--- config.mk ---
export PLATFORM = sky130hd
export DESIGN_NAME = ntt_job_scheduler_flat
export DESIGN_NICKNAME = d
export VERILOG_FILES = /design/src/rtl/ntt_job_scheduler_if.sv /design/src/rtl/ntt_job_scheduler.sv /design/src/flat_wrapper.sv
export SDC_FILE = /design/constraint.sdc
export NUM_CORES = 1
export LEC_CHECK = 0
export ABC_AREA = 0
export ABC_CLOCK_PERIOD_IN_PS = 3800
export CORE_ASPECT_RATIO = 1.4
export CORE_MARGIN = 2
export CORE_UTILIZATION = 40
export CTS_BUF_LIST = sky130_fd_sc_hd__clkbuf_2
export DETAILED_ROUTE_END_ITERATION = 8
export PLACE_DENSITY = 0.79
export SYNTH_ARGS = -nofsm -noshare
export SYNTH_HDL_FRONTEND = slang
export SYNTH_SLANG_ARGS = --single-unit
--- constraint.sdc ---
create_clock -name clk -period 3.8 [get_ports clk]
set_input_delay 0.57 -clock clk [delete_from_list [all_inputs] [get_ports clk]]
set_output_delay 0.57 -clock clk [all_outputs]
set_load 0.005 [all_outputs]
--- src/rtl/ntt_job_scheduler_if.sv ---
// Requester/core handshake bundle for the NTT job scheduler.
// The slave side is the scheduler; the master side drives requests and core_done.
interface ntt_job_scheduler_if #(
  parameter int NUM_REQ    = 4,
  parameter int WIDTH_POLY = 3
);
  logic [NUM_REQ-1:0]            req;
  logic [NUM_REQ-1:0]            req_is_ntt;
  logic [NUM_REQ*WIDTH_POLY-1:0] req_poly;
  logic [NUM_REQ-1:0]            gnt;
  logic [NUM_REQ-1:0]            done_req;
  logic                          core_start;
  logic                          core_is_ntt;
  logic [WIDTH_POLY-1:0]         core_poly;
  logic                          core_done;

  modport slave (
    input  req, req_is_ntt, req_poly, core_done,
    output gnt, done_req, core_start, core_is_ntt, core_poly
  );

  modport master (
    output req, req_is_ntt, req_poly, core_done,
    input  gnt, done_req, core_start, core_is_ntt, core_poly
  );
endinterface

--- src/rtl/ntt_job_scheduler.sv ---
// Round-robin scheduler sharing one NTT/INTT core among NUM_REQ requesters.
// Define NTT_SCHED_WATCHDOG_EN to add a WAIT-state watchdog with a sticky err flag.
module ntt_job_scheduler #(
  parameter int NUM_REQ        = 4,
  parameter int WIDTH_POLY     = 3,
  parameter int TIMEOUT_CYCLES = 1024
) (
  input  logic                       clk,
  input  logic                       rst_n,
  ntt_job_scheduler_if.slave         bus,
  input  logic                       i_err_clr,
  output logic                       o_busy,
  output logic [$clog2(NUM_REQ)-1:0] o_owner,
  output logic [15:0]                o_jobs_done,
  output logic                       o_err
);
  localparam int OW = $clog2(NUM_REQ);

  typedef enum logic [1:0] {S_IDLE, S_LAUNCH, S_WAIT, S_RELEASE} state_t;

  state_t                  r_state;
  logic [OW-1:0]           r_owner;
  logic [NUM_REQ-1:0]      r_gnt;
  logic [NUM_REQ-1:0]      r_done_req;
  logic                    r_core_start;
  logic                    r_core_is_ntt;
  logic [WIDTH_POLY-1:0]   r_core_poly;
  logic                    r_busy;
  logic [15:0]             r_jobs_done;

  logic                    w_any;
  logic [OW-1:0]           w_sel;
  logic                    w_is_ntt;
  logic [WIDTH_POLY-1:0]   w_poly;

  // Scan distances from farthest to nearest so the requester right after
  // the last owner overwrites any lower-priority pick.
  always_comb begin
    w_any    = 1'b0;
    w_sel    = r_owner;
    w_is_ntt = 1'b0;
    w_poly   = '0;
    for (int k = NUM_REQ; k >= 1; k--) begin
      for (int i = 0; i < NUM_REQ; i++) begin
        if (i == (int'(r_owner) + k) % NUM_REQ && bus.req[i]) begin
          w_any    = 1'b1;
          w_sel    = OW'(i);
          w_is_ntt = bus.req_is_ntt[i];
          w_poly   = bus.req_poly[i*WIDTH_POLY +: WIDTH_POLY];
        end
      end
    end
  end

`ifdef NTT_SCHED_WATCHDOG_EN
  localparam int WDW = $clog2(TIMEOUT_CYCLES + 1);
  logic [WDW-1:0] r_wd_cnt;
  logic           r_err;
  assign o_err = r_err;
`else
  logic w_unused;
  assign w_unused = i_err_clr | (TIMEOUT_CYCLES == 0);
  assign o_err    = 1'b0;
`endif

  always_ff @(posedge clk or negedge rst_n) begin
    if (!rst_n) begin
      r_state       <= S_IDLE;
      r_owner       <= OW'(NUM_REQ - 1);
      r_gnt         <= '0;
      r_done_req    <= '0;
      r_core_start  <= 1'b0;
      r_core_is_ntt <= 1'b0;
      r_core_poly   <= '0;
      r_busy        <= 1'b0;
      r_jobs_done   <= '0;
`ifdef NTT_SCHED_WATCHDOG_EN
      r_wd_cnt      <= '0;
      r_err         <= 1'b0;
`endif
    end else begin
      r_gnt        <= '0;
      r_done_req   <= '0;
      r_core_start <= 1'b0;
`ifdef NTT_SCHED_WATCHDOG_EN
      // A timeout later in this block overrides the clear.
      if (i_err_clr) r_err <= 1'b0;
`endif
      case (r_state)
        S_IDLE: begin
          if (w_any) begin
            r_state        <= S_LAUNCH;
            r_owner        <= w_sel;
            r_gnt[w_sel]   <= 1'b1;
            r_core_start   <= 1'b1;
            r_core_is_ntt  <= w_is_ntt;
            r_core_poly    <= w_poly;
            r_busy         <= 1'b1;
          end
        end
        S_LAUNCH: begin
          r_state <= S_WAIT;
`ifdef NTT_SCHED_WATCHDOG_EN
          r_wd_cnt <= '0;
`endif
        end
        S_WAIT: begin
          if (bus.core_done) begin
            r_state             <= S_RELEASE;
            r_done_req[r_owner] <= 1'b1;
            r_jobs_done         <= r_jobs_done + 16'd1;
          end
`ifdef NTT_SCHED_WATCHDOG_EN
          else if (r_wd_cnt == WDW'(TIMEOUT_CYCLES - 1)) begin
            r_state             <= S_RELEASE;
            r_done_req[r_owner] <= 1'b1;
            r_err               <= 1'b1;
          end else begin
            r_wd_cnt <= r_wd_cnt + 1'b1;
          end
`endif
        end
        S_RELEASE: begin
          r_state <= S_IDLE;
          r_busy  <= 1'b0;
        end
        default: r_state <= S_IDLE;
      endcase
    end
  end

  assign bus.gnt         = r_gnt;
  assign bus.done_req    = r_done_req;
  assign bus.core_start  = r_core_start;
  assign bus.core_is_ntt = r_core_is_ntt;
  assign bus.core_poly   = r_core_poly;
  assign o_busy          = r_busy;
  assign o_owner         = r_owner;
  assign o_jobs_done     = r_jobs_done;
endmodule

--- src/flat_wrapper.sv ---
// flat-port wrapper written by rule: the top's interface ports become plain ports
module ntt_job_scheduler_flat 
#(
  parameter int NUM_REQ        = 4,
  parameter int WIDTH_POLY     = 3,
  parameter int TIMEOUT_CYCLES = 1024
)
  (clk, rst_n, i_err_clr, o_busy, o_owner, o_jobs_done, o_err, bus_req, bus_req_is_ntt, bus_req_poly, bus_core_done, bus_gnt, bus_done_req, bus_core_start, bus_core_is_ntt, bus_core_poly);
  ntt_job_scheduler_if #(.NUM_REQ(NUM_REQ), .WIDTH_POLY(WIDTH_POLY)) bus_i ();
  input  logic clk;
  input  logic rst_n;
  input  logic i_err_clr;
  output logic o_busy;
  output logic [$clog2(NUM_REQ)-1:0] o_owner;
  output logic [15:0] o_jobs_done;
  output logic o_err;
  input wire logic [$bits(bus_i.req)-1:0] bus_req;
  input wire logic [$bits(bus_i.req_is_ntt)-1:0] bus_req_is_ntt;
  input wire logic [$bits(bus_i.req_poly)-1:0] bus_req_poly;
  input wire logic [$bits(bus_i.core_done)-1:0] bus_core_done;
  output wire logic [$bits(bus_i.gnt)-1:0] bus_gnt;
  output wire logic [$bits(bus_i.done_req)-1:0] bus_done_req;
  output wire logic [$bits(bus_i.core_start)-1:0] bus_core_start;
  output wire logic [$bits(bus_i.core_is_ntt)-1:0] bus_core_is_ntt;
  output wire logic [$bits(bus_i.core_poly)-1:0] bus_core_poly;
  assign bus_i.req = bus_req;
  assign bus_i.req_is_ntt = bus_req_is_ntt;
  assign bus_i.req_poly = bus_req_poly;
  assign bus_i.core_done = bus_core_done;
  assign bus_gnt = bus_i.gnt;
  assign bus_done_req = bus_i.done_req;
  assign bus_core_start = bus_i.core_start;
  assign bus_core_is_ntt = bus_i.core_is_ntt;
  assign bus_core_poly = bus_i.core_poly;
  ntt_job_scheduler #(.NUM_REQ(NUM_REQ), .WIDTH_POLY(WIDTH_POLY), .TIMEOUT_CYCLES(TIMEOUT_CYCLES)) u_core (.clk(clk), .rst_n(rst_n), .bus(bus_i), .i_err_clr(i_err_clr), .o_busy(o_busy), .o_owner(o_owner), .o_jobs_done(o_jobs_done), .o_err(o_err));
endmodule
Word-level counts from Yosys, hierarchy flattened
Cells that the tools add are included.

Logic and storage cells: 150. Output and inout port bits: 33. Register bits: 34.

Reduce and logical (&&, ||, !) cells: 32. Muxes and demuxes: 79. $lt $le $gt $ge: 4. Bitwise gates (word level): 4. Add/subtract/negate cells: 5. Equality and inequality tests: 17.

Operators with widths (number): logical NOT 32 bit (4); 2-to-1 mux 3 bit (16); 2-to-1 mux 1 bit (37); 2-to-1 mux 2 bit (18); equality test 3 bit, first input constant (8); logical AND 1 bit (18); adder 16 x 1 -> 16 bit, second input constant (1); 2-to-1 mux 4 bit (4); equality test 2 x 3 -> 1 bit, first input constant (4); one-hot mux 2 bit (4 select lines) (1); AND reduction 2 bit (4); OR reduction 2 bit (4); < comparator 2 x 3 -> 1 bit, second input constant (2); adder 2 x 1 -> 2 bit, second input constant (2); adder 2 bit, second input constant (2); AND 1 bit, first input constant (4); demux 1 bit (select 2 bit) (2); equality test 2 bit, second input constant (2); greater-or-equal comparator 2 x 1 -> 1 bit, second input constant (2); equality test 2 x 1 -> 1 bit, second input constant (1); logical NOT 2 bit (1); inequality test 2 x 1 -> 1 bit, second input constant (1); inequality test 2 bit, second input constant (1); one-hot mux 1 bit (2 select lines) (1); nonzero test 2 bit (1).

Longest topological paths before layout
Gate-level depths: netlist (run 1).

Depth in word-level cells: 27. Gate-level depth with buffers: 8. Gate-level depth less buffers: 8.

Worst setup path after synthesis (run 1)
OpenSTA, ideal clock, no wires.

Kind: in2reg. Start point: input bus_req[3]. End point: register u_core.r_core_poly[1] (netlist: u_core.bus.core_poly[1]). Arrival: 1.642 ns. Cell stages on the path: 6. Path slack: 2.025 ns. Required time: 3.667 ns. Cell sequence: buf_2 clkbuf_1 a211oi_1 or3_1 a21oi_1 nor3_2.

Word-level cells in the longest chain between the ends: 15. Elaborated cells on any way between the ends: 31. Classes of those cells: mux (26); reduce/logical (5).

RTL lines: from (decl) (RTL line flat_wrapper.sv:17) `input wire logic [$bits(bus_i.req)-1:0] bus_req;`; logical AND 1 bit (RTL line ntt_job_scheduler.sv:45) `if (i == (int'(r_owner) + k) % NUM_REQ && bus.req[i]) begin`; 2-to-1 mux 1 bit (13 in series) (RTL line ntt_job_scheduler.sv:45); AND reduction 2 bit (no line); to (signal assigned) (RTL line ntt_job_scheduler.sv:97) `r_core_poly <= w_poly;`; to (decl) (RTL line ntt_job_scheduler.sv:27) `logic [WIDTH_POLY-1:0] r_core_poly;`.

Several ways; a longest one is shown, not always the timed one. A chain may end at the register's enable or synchronous reset.

Worst setup path in the final report (run 1)
Start point: register u_core.r_owner[0] (netlist: u_core.o_owner[0]). End point: output o_owner[0].

RTL lines: from (decl) (RTL line ntt_job_scheduler.sv:22) `logic [OW-1:0] r_owner;`; from (signal assigned) (RTL line ntt_job_scheduler.sv:69) `r_owner <= OW'(NUM_REQ - 1);`; from (signal assigned) (RTL line ntt_job_scheduler.sv:93) `r_owner <= w_sel;`; to (decl) (RTL line flat_wrapper.sv:14) `output logic [$clog2(NUM_REQ)-1:0] o_owner;`.

No word-level cell between the ends.

==> results.json, run 1 <==
{
  "clockRootBuffer": "clkbuf_2",
  "postRouteAntennaNets": 0,
  "end_kind": "output pin",
  "die_h_um": 93.6,
  "synth_area_um2": 2290,
  "ys_seq_area_share_pct": 37.2,
  "criticalPathCategory": "reg2out",
  "r2r_end": "u_core.bus.core_poly[1]",
  "hpwl_um": 4290,
  "ios": 57,
  "crit_arrival_ns": 2.11,
  "r2r-start": "u_core.o_owner[0]",
  "fin_cells": 384,
  "skew_ns": 0.0174,
  "cts_sinks": 34,
  "min_to": "u_core.o_jobs_done[15]",
  "r2r_setup_slack_ns": 1.29,
  "core_area_um2": 5530,
  "preCtsSetupSlack_ns": 1.01,
  "io_buffers": 54,
  "hold_path_depth": 1,
  "outcome": "finished clean",
  "synth_largest_area_cell": "dfrtp_1",
  "drive_gt1_share_pct": 6.96,
  "design_area_um2": 2900,
  "hold_path.startpoint": "u_core.o_jobs_done[15]",
  "cpMaxStageDelayCell": "dfstp_2",
  "dp_cells": 376,
  "critPathLaunchType": "register",
  "rsz0062_at_grt": "no",
  "fin_tns_setup_ns": 0,
  "power_leakage_nw": 1.18,
  "tightest_slew_ns": 0.580,
  "cts.htree.levels": 2,
  "syn_inst": 266,
  "wirelength_um": 5740,
  "synth_cell_types": 58,
  "cts_hold_buf": 0,
  "setup_ws_ns": 1.12,
  "dominantRegCellSynth": "dfrtp_1",
  "grt_overflow": 0,
  "crit_required_ns": 3.23,
  "maxCapViolCount": 0,
  "max_freq_mhz": 373,
  "drt_iter0_drc": 117,
  "drc": 0,
  "finalNetCount": 344,
  "setup_violations": 0,
  "via_count": 2258,
  "clkSlewWorstSetupHoldPaths_ns": 0.16,
  "crit_chain": "buf_4 > clkdlybuf4s50_1",
  "post_drt_wl_per_cell_um": 14.9,
  "gp_congestion": 0.919,
  "finalHoldViolCount": 0,
  "cpPeakStageDelay_ns": 0.77,
  "yosysWarningCount": 0,
  "reg2reg_depth": 6,
  "viasPerCell": 5.88,
  "worstSkewPairLatency_ns": 0.37,
  "avgSynthCellArea_um2": 8.62,
  "slew_headroom_pct": 61.2,
  "antenna_found_initial": 0,
  "cts_tree": "yes",
  "cts_max_path_buffers": 2,
  "post_cts_buffers": 0,
  "crit_fanout": 35,
  "grt_usage_pct": 19.0,
  "async_flop_share_pct": 100,
  "synth_edf_count": 0,
  "placed_area_um2": 2860,
  "cts_resized": 0,
  "grt_start_max_net_pins": 36,
  "hp-class": "reg2reg",
  "area_growth_pct": 26.6,
  "synth_top_cell_area_share_pct": 34.9,
  "rows": 32,
  "fin_crit_ns": 2.68,
  "start_util_pct": 41.5,
  "cts_inserted_buffers": 5,
  "period_share_pct": 70.6,
  "firstDrtPassIters": 5,
  "grt_pass1_wl_um": 9370,
  "fp.dieArea_um2": 6360,
  "ys_ff_latch": 34,
  "maxSlewViolCount": 0,
  "first_global_vias": 2166,
  "synthTopCellsByArea": "dfrtp_1 35%, xnor2_1 4.6%, nand2_1 4.1%",
  "synth_fp_nets": 295,
  "die_w_um": 68.0,
  "ir_drop_mv": 0.265,
  "p_per_area_nw_per_um2": 569,
  "insertedDiodeCount": 0
}
-- report_power, final --
part           total, mW  switching (mW)  internal (mW)
Combinational      0.887           0.447          0.440
Sequential         0.604           0.135          0.470
Clock              0.159           0.114         0.0452
-- worst max path at each step --
stage | start | endpoint | slack, ns | cells past startpoint
final | u_core.o_owner[0] | o_owner[0] | 1.12 | 2
after global routing | u_core.o_owner[0] | o_owner[0] | 1.00 | 2
after floorplan | bus_req[3] | u_core.bus.core_poly[1] | 2.03 | 6
after CTS | u_core.o_owner[0] | o_owner[0] | 1.12 | 2
after detailed placement | bus_req[1] | u_core.bus.core_poly[1] | 1.01 | 8
after global placement | bus_req[1] | u_core.bus.core_poly[1] | 1.03 | 8
-- Yosys cell counts (2+ instances only) --
cell type	count
nand4_1	8
nor2_1	23
nand2b_1	8
buf_2	11
a32oi_1	3
nand2_1	25
a21oi_1	16
clkbuf_1	2
and3b_1	2
xor2_1	3
or3_1	3
xnor2_1	12
o211ai_1	5
o221ai_1	3
o21ai_0	16
buf_4	3
nor2b_1	3
mux2_2	3
dfrtp_1	32
inv_1	10
a211oi_1	5
nand3b_1	4
nand3_1	12
o31ai_1	3
o21ai_1	2
ha_1	5
a21o_1	3
nor3_1	8
a221oi_1	2
dfstp_2	2
a31oi_1	2
-- cell type report --
cell class / count / area, um^2
clock buffer: 6 / 30.0
clock inverter: 2 / 8.76
fill: 541 / 2620
inverter: 11 / 41.3
multi-input combinational: 203 / 1300
sequential: 34 / 853
tap: 68 / 85.1
timing repair buffer: 60 / 586
-- worst max-delay path, delay by kind of cell (launching register included) --
kind,cells,cell delay (ns)
DFF,1,0.77
buffers and inverters,2,0.96
-- metrics by stage --
stage	util [%]	hold slack (ns)	power, mW
floorplan	-	0.274	1.17
global placement	51.8	0.461	1.47
detailed placement	51.8	0.462	1.49
CTS	52.5	0.486	1.66
global route	52.5	0.522	1.79
finish	52.5	0.480	1.65
-- placed cells by master, fill, tap and decap left out, types with 4 or more instances in the layout --
cell,count
a21oi_1,16
nor2_1,23
nand3b_1,4
dfrtp_1,32
buf_4,6
nand3_1,12
clkdlybuf4s50_1,54
nand4_1,8
ha_1,5
a211oi_1,5
clkbuf_2,6
o211ai_1,5
o21ai_0,16
inv_1,10
nand2b_1,8
nor3_1,8
xnor2_1,12
nand2_1,25
-- sequential cells by signal, indices dropped and copies added, names as in the netlist --
| register | cells |
|---|---|
| u_core.o_owner | 2 |
| u_core.bus.core_start | 1 |
| u_core.bus.done_req | 4 |
| u_core.o_busy | 1 |
| u_core.bus.core_poly | 3 |
| u_core.o_jobs_done | 16 |
| u_core.bus.gnt | 4 |
| u_core.r_state | 2 |
| u_core.bus.core_is_ntt | 1 |
-- cell families (layout without fill, tap and decap cells) --
| group | count (synthesis) | after routing | synth area share (%) |
|---|---|---|---|
| compound gates | 76 | 76 | 23.7 |
| mux | 3 | 3 | 1.47 |
| xor+xnor | 15 | 15 | 5.73 |
| fa+ha+maj | 5 | 5 | 2.73 |
| flops | 34 | 34 | 37.2 |
| other cells | 1 | 1 | 0.164 |
| buf+inv | 29 | 79 | 6.17 |
| simple gates | 103 | 103 | 22.8 |
-- per-layer routing --
layer	part of all wire (%)	track usage, %	up-vias
met5	0	0	-
met4	2.8	8.83	0
met3	6.1	3.97	15
met2	52	31.9	97
met1	39	22.5	1081
li1	-	-	1065
(Power assumes the default switching activity.)
==> run 2, diff against run 1 <==
- ABC_CLOCK_PERIOD_IN_PS: 3800 -> 2500
- clock period: 3.8 -> 2.5 ns (I/O delays scaled with it)
==> results.json, run 2 (same netlist as run 1, synthesis figures left out) <==
{
  "outcome": "finished clean",
  "hpwl_um": 4470,
  "criticalPathCategory": "reg2out",
  "end_kind": "output pin",
  "maxSlewViolCount": 0,
  "insertedDiodeCount": 0,
  "crit_arrival_ns": 1.96,
  "io_buffers": 54,
  "power_leakage_nw": 1.26,
  "cts_tree": "yes",
  "largest_reg_flops": 16,
  "crit_start": "u_core.o_owner[0]",
  "period_share_pct": 93.3,
  "ios": 57,
  "cts_resized": 0,
  "crit_required_ns": 2.12,
  "critPathLaunchType": "register",
  "area_growth_pct": 31.8,
  "grt_pass1_wl_um": 9460,
  "maxCapViolCount": 0,
  "rows": 32,
  "die_w_um": 68.0,
  "grt_usage_pct": 19.3,
  "drt_iter0_drc": 111,
  "drc": 0,
  "crit_chain": "buf_4 > clkdlybuf4s50_1",
  "fp.dieArea_um2": 6360,
  "worstSkewPairLatency_ns": 0.38,
  "hp-class": "in2async",
  "postRouteAntennaNets": 0,
  "die_h_um": 93.6,
  "slew_headroom_pct": 63.6,
  "clkSlewWorstSetupHoldPaths_ns": 0.19,
  "fin_crit_ns": 2.33,
  "core_area_um2": 5530,
  "r2r-start": "u_core.o_owner[0]",
  "finalHoldViolCount": 0,
  "post-route-util_pct": 54.7,
  "firstDrtPassIters": 4,
  "skew_ns": 0.0225,
  "cpMaxStageDelayCell": "dfstp_2",
  "wirelength_um": 5740,
  "final_cell_mix": "54 x clkdlybuf4s50_1, 32 x dfrtp_1, 25 x nand2_1, 23 x nor2_1, 19 x buf_4",
  "fin_tns_setup_ns": 0,
  "r2r_setup_slack_ns": 0.39,
  "cts.htree.levels": 2,
  "cts_hold_buf": 0,
  "r2r_end": "u_core.bus.core_poly[1]",
  "final_common_cell": "clkdlybuf4s50_1",
  "cts_max_path_buffers": 2,
  "drive_gt1_share_pct": 11.2,
  "rsz0062_at_grt": "no",
  "first_global_vias": 2118,
  "max_freq_mhz": 429,
  "viasPerCell": 5.55,
  "p_per_area_nw_per_um2": 866,
  "antenna_found_initial": 0,
  "reg2reg_depth": 5,
  "post_cts_buffers": 0,
  "cpPeakStageDelay_ns": 0.81,
  "cts_sinks": 34,
  "setup_violations": 0,
  "cts_inserted_buffers": 5,
  "finalNetCount": 358,
  "ir_drop_mv": 0.387,
  "via_count": 2208,
  "grt_overflow": 0,
  "post_drt_wl_per_cell_um": 14.4,
  "clockRootBuffer": "clkbuf_2",
  "grt_start_max_net_pins": 35,
  "gp_congestion": 0.899,
  "tightest_slew_ns": 0.545,
  "start_util_pct": 41.5,
  "crit_fanout": 25
}
## run 2: worst max-delay path, delay by kind of cell (launching register included)
family / cells / cell delay [ns]
flip-flops: 1 / 0.81
buffers and inverters: 2 / 0.77
## run 2: layout make-up
type                            count  area [um^2]
Sequential cell                    34          853
Tap cell                           68         85.1
Clock inverter                      2         10.0
Timing Repair Buffer               74          703
Fill cell                         521         2500
Multi-Input combinational cell    203         1300
Inverter                           11         41.3
Clock buffer                        6         30.0
## run 2: how the worst max path moves through the flow
stage                     slack [ns]  cells after the start                 endpoint
after global routing            0.07                      2               o_owner[0]
after floorplan                 0.74                      6  u_core.bus.core_poly[1]
after detailed placement        0.15                      7  u_core.bus.core_poly[1]
final                           0.17                      2               o_owner[0]
after global placement          0.15                      7  u_core.bus.core_poly[1]
after CTS                       0.14                      2               o_owner[0]
## run 2: power by group
group	total [mW]	leakage (nW)	switching, mW	internal [mW]
registers	0.886	0.435	0.173	0.713
clock network	0.260	0.0327	0.190	0.0702
logic	1.47	0.792	0.712	0.757
## run 2: metal layers
layer	wire length (um)	GRT usage [%]
met2	2920	33.1
met5	0	0
met1	2370	23.4
met4	153	8.00
met3	294	3.01
## run 2: through the flow
step | cells | area, um^2 | total power [mW] | hold slack [ns] | setup slack [ns]
3_3_place_gp | 390 | 2980 | 2.34 | 0.461 | 0.151
5_1_grt | 398 | 3020 | 2.83 | 0.373 | 0.0661
6_report | 398 | 3020 | 2.61 | 0.360 | 0.168
3_5_place_dp | 390 | 2980 | 2.37 | 0.463 | 0.153
2_1_floorplan | 266 | 2290 | 1.78 | 0.0794 | 0.737
4_1_cts | 398 | 3020 | 2.64 | 0.362 | 0.144
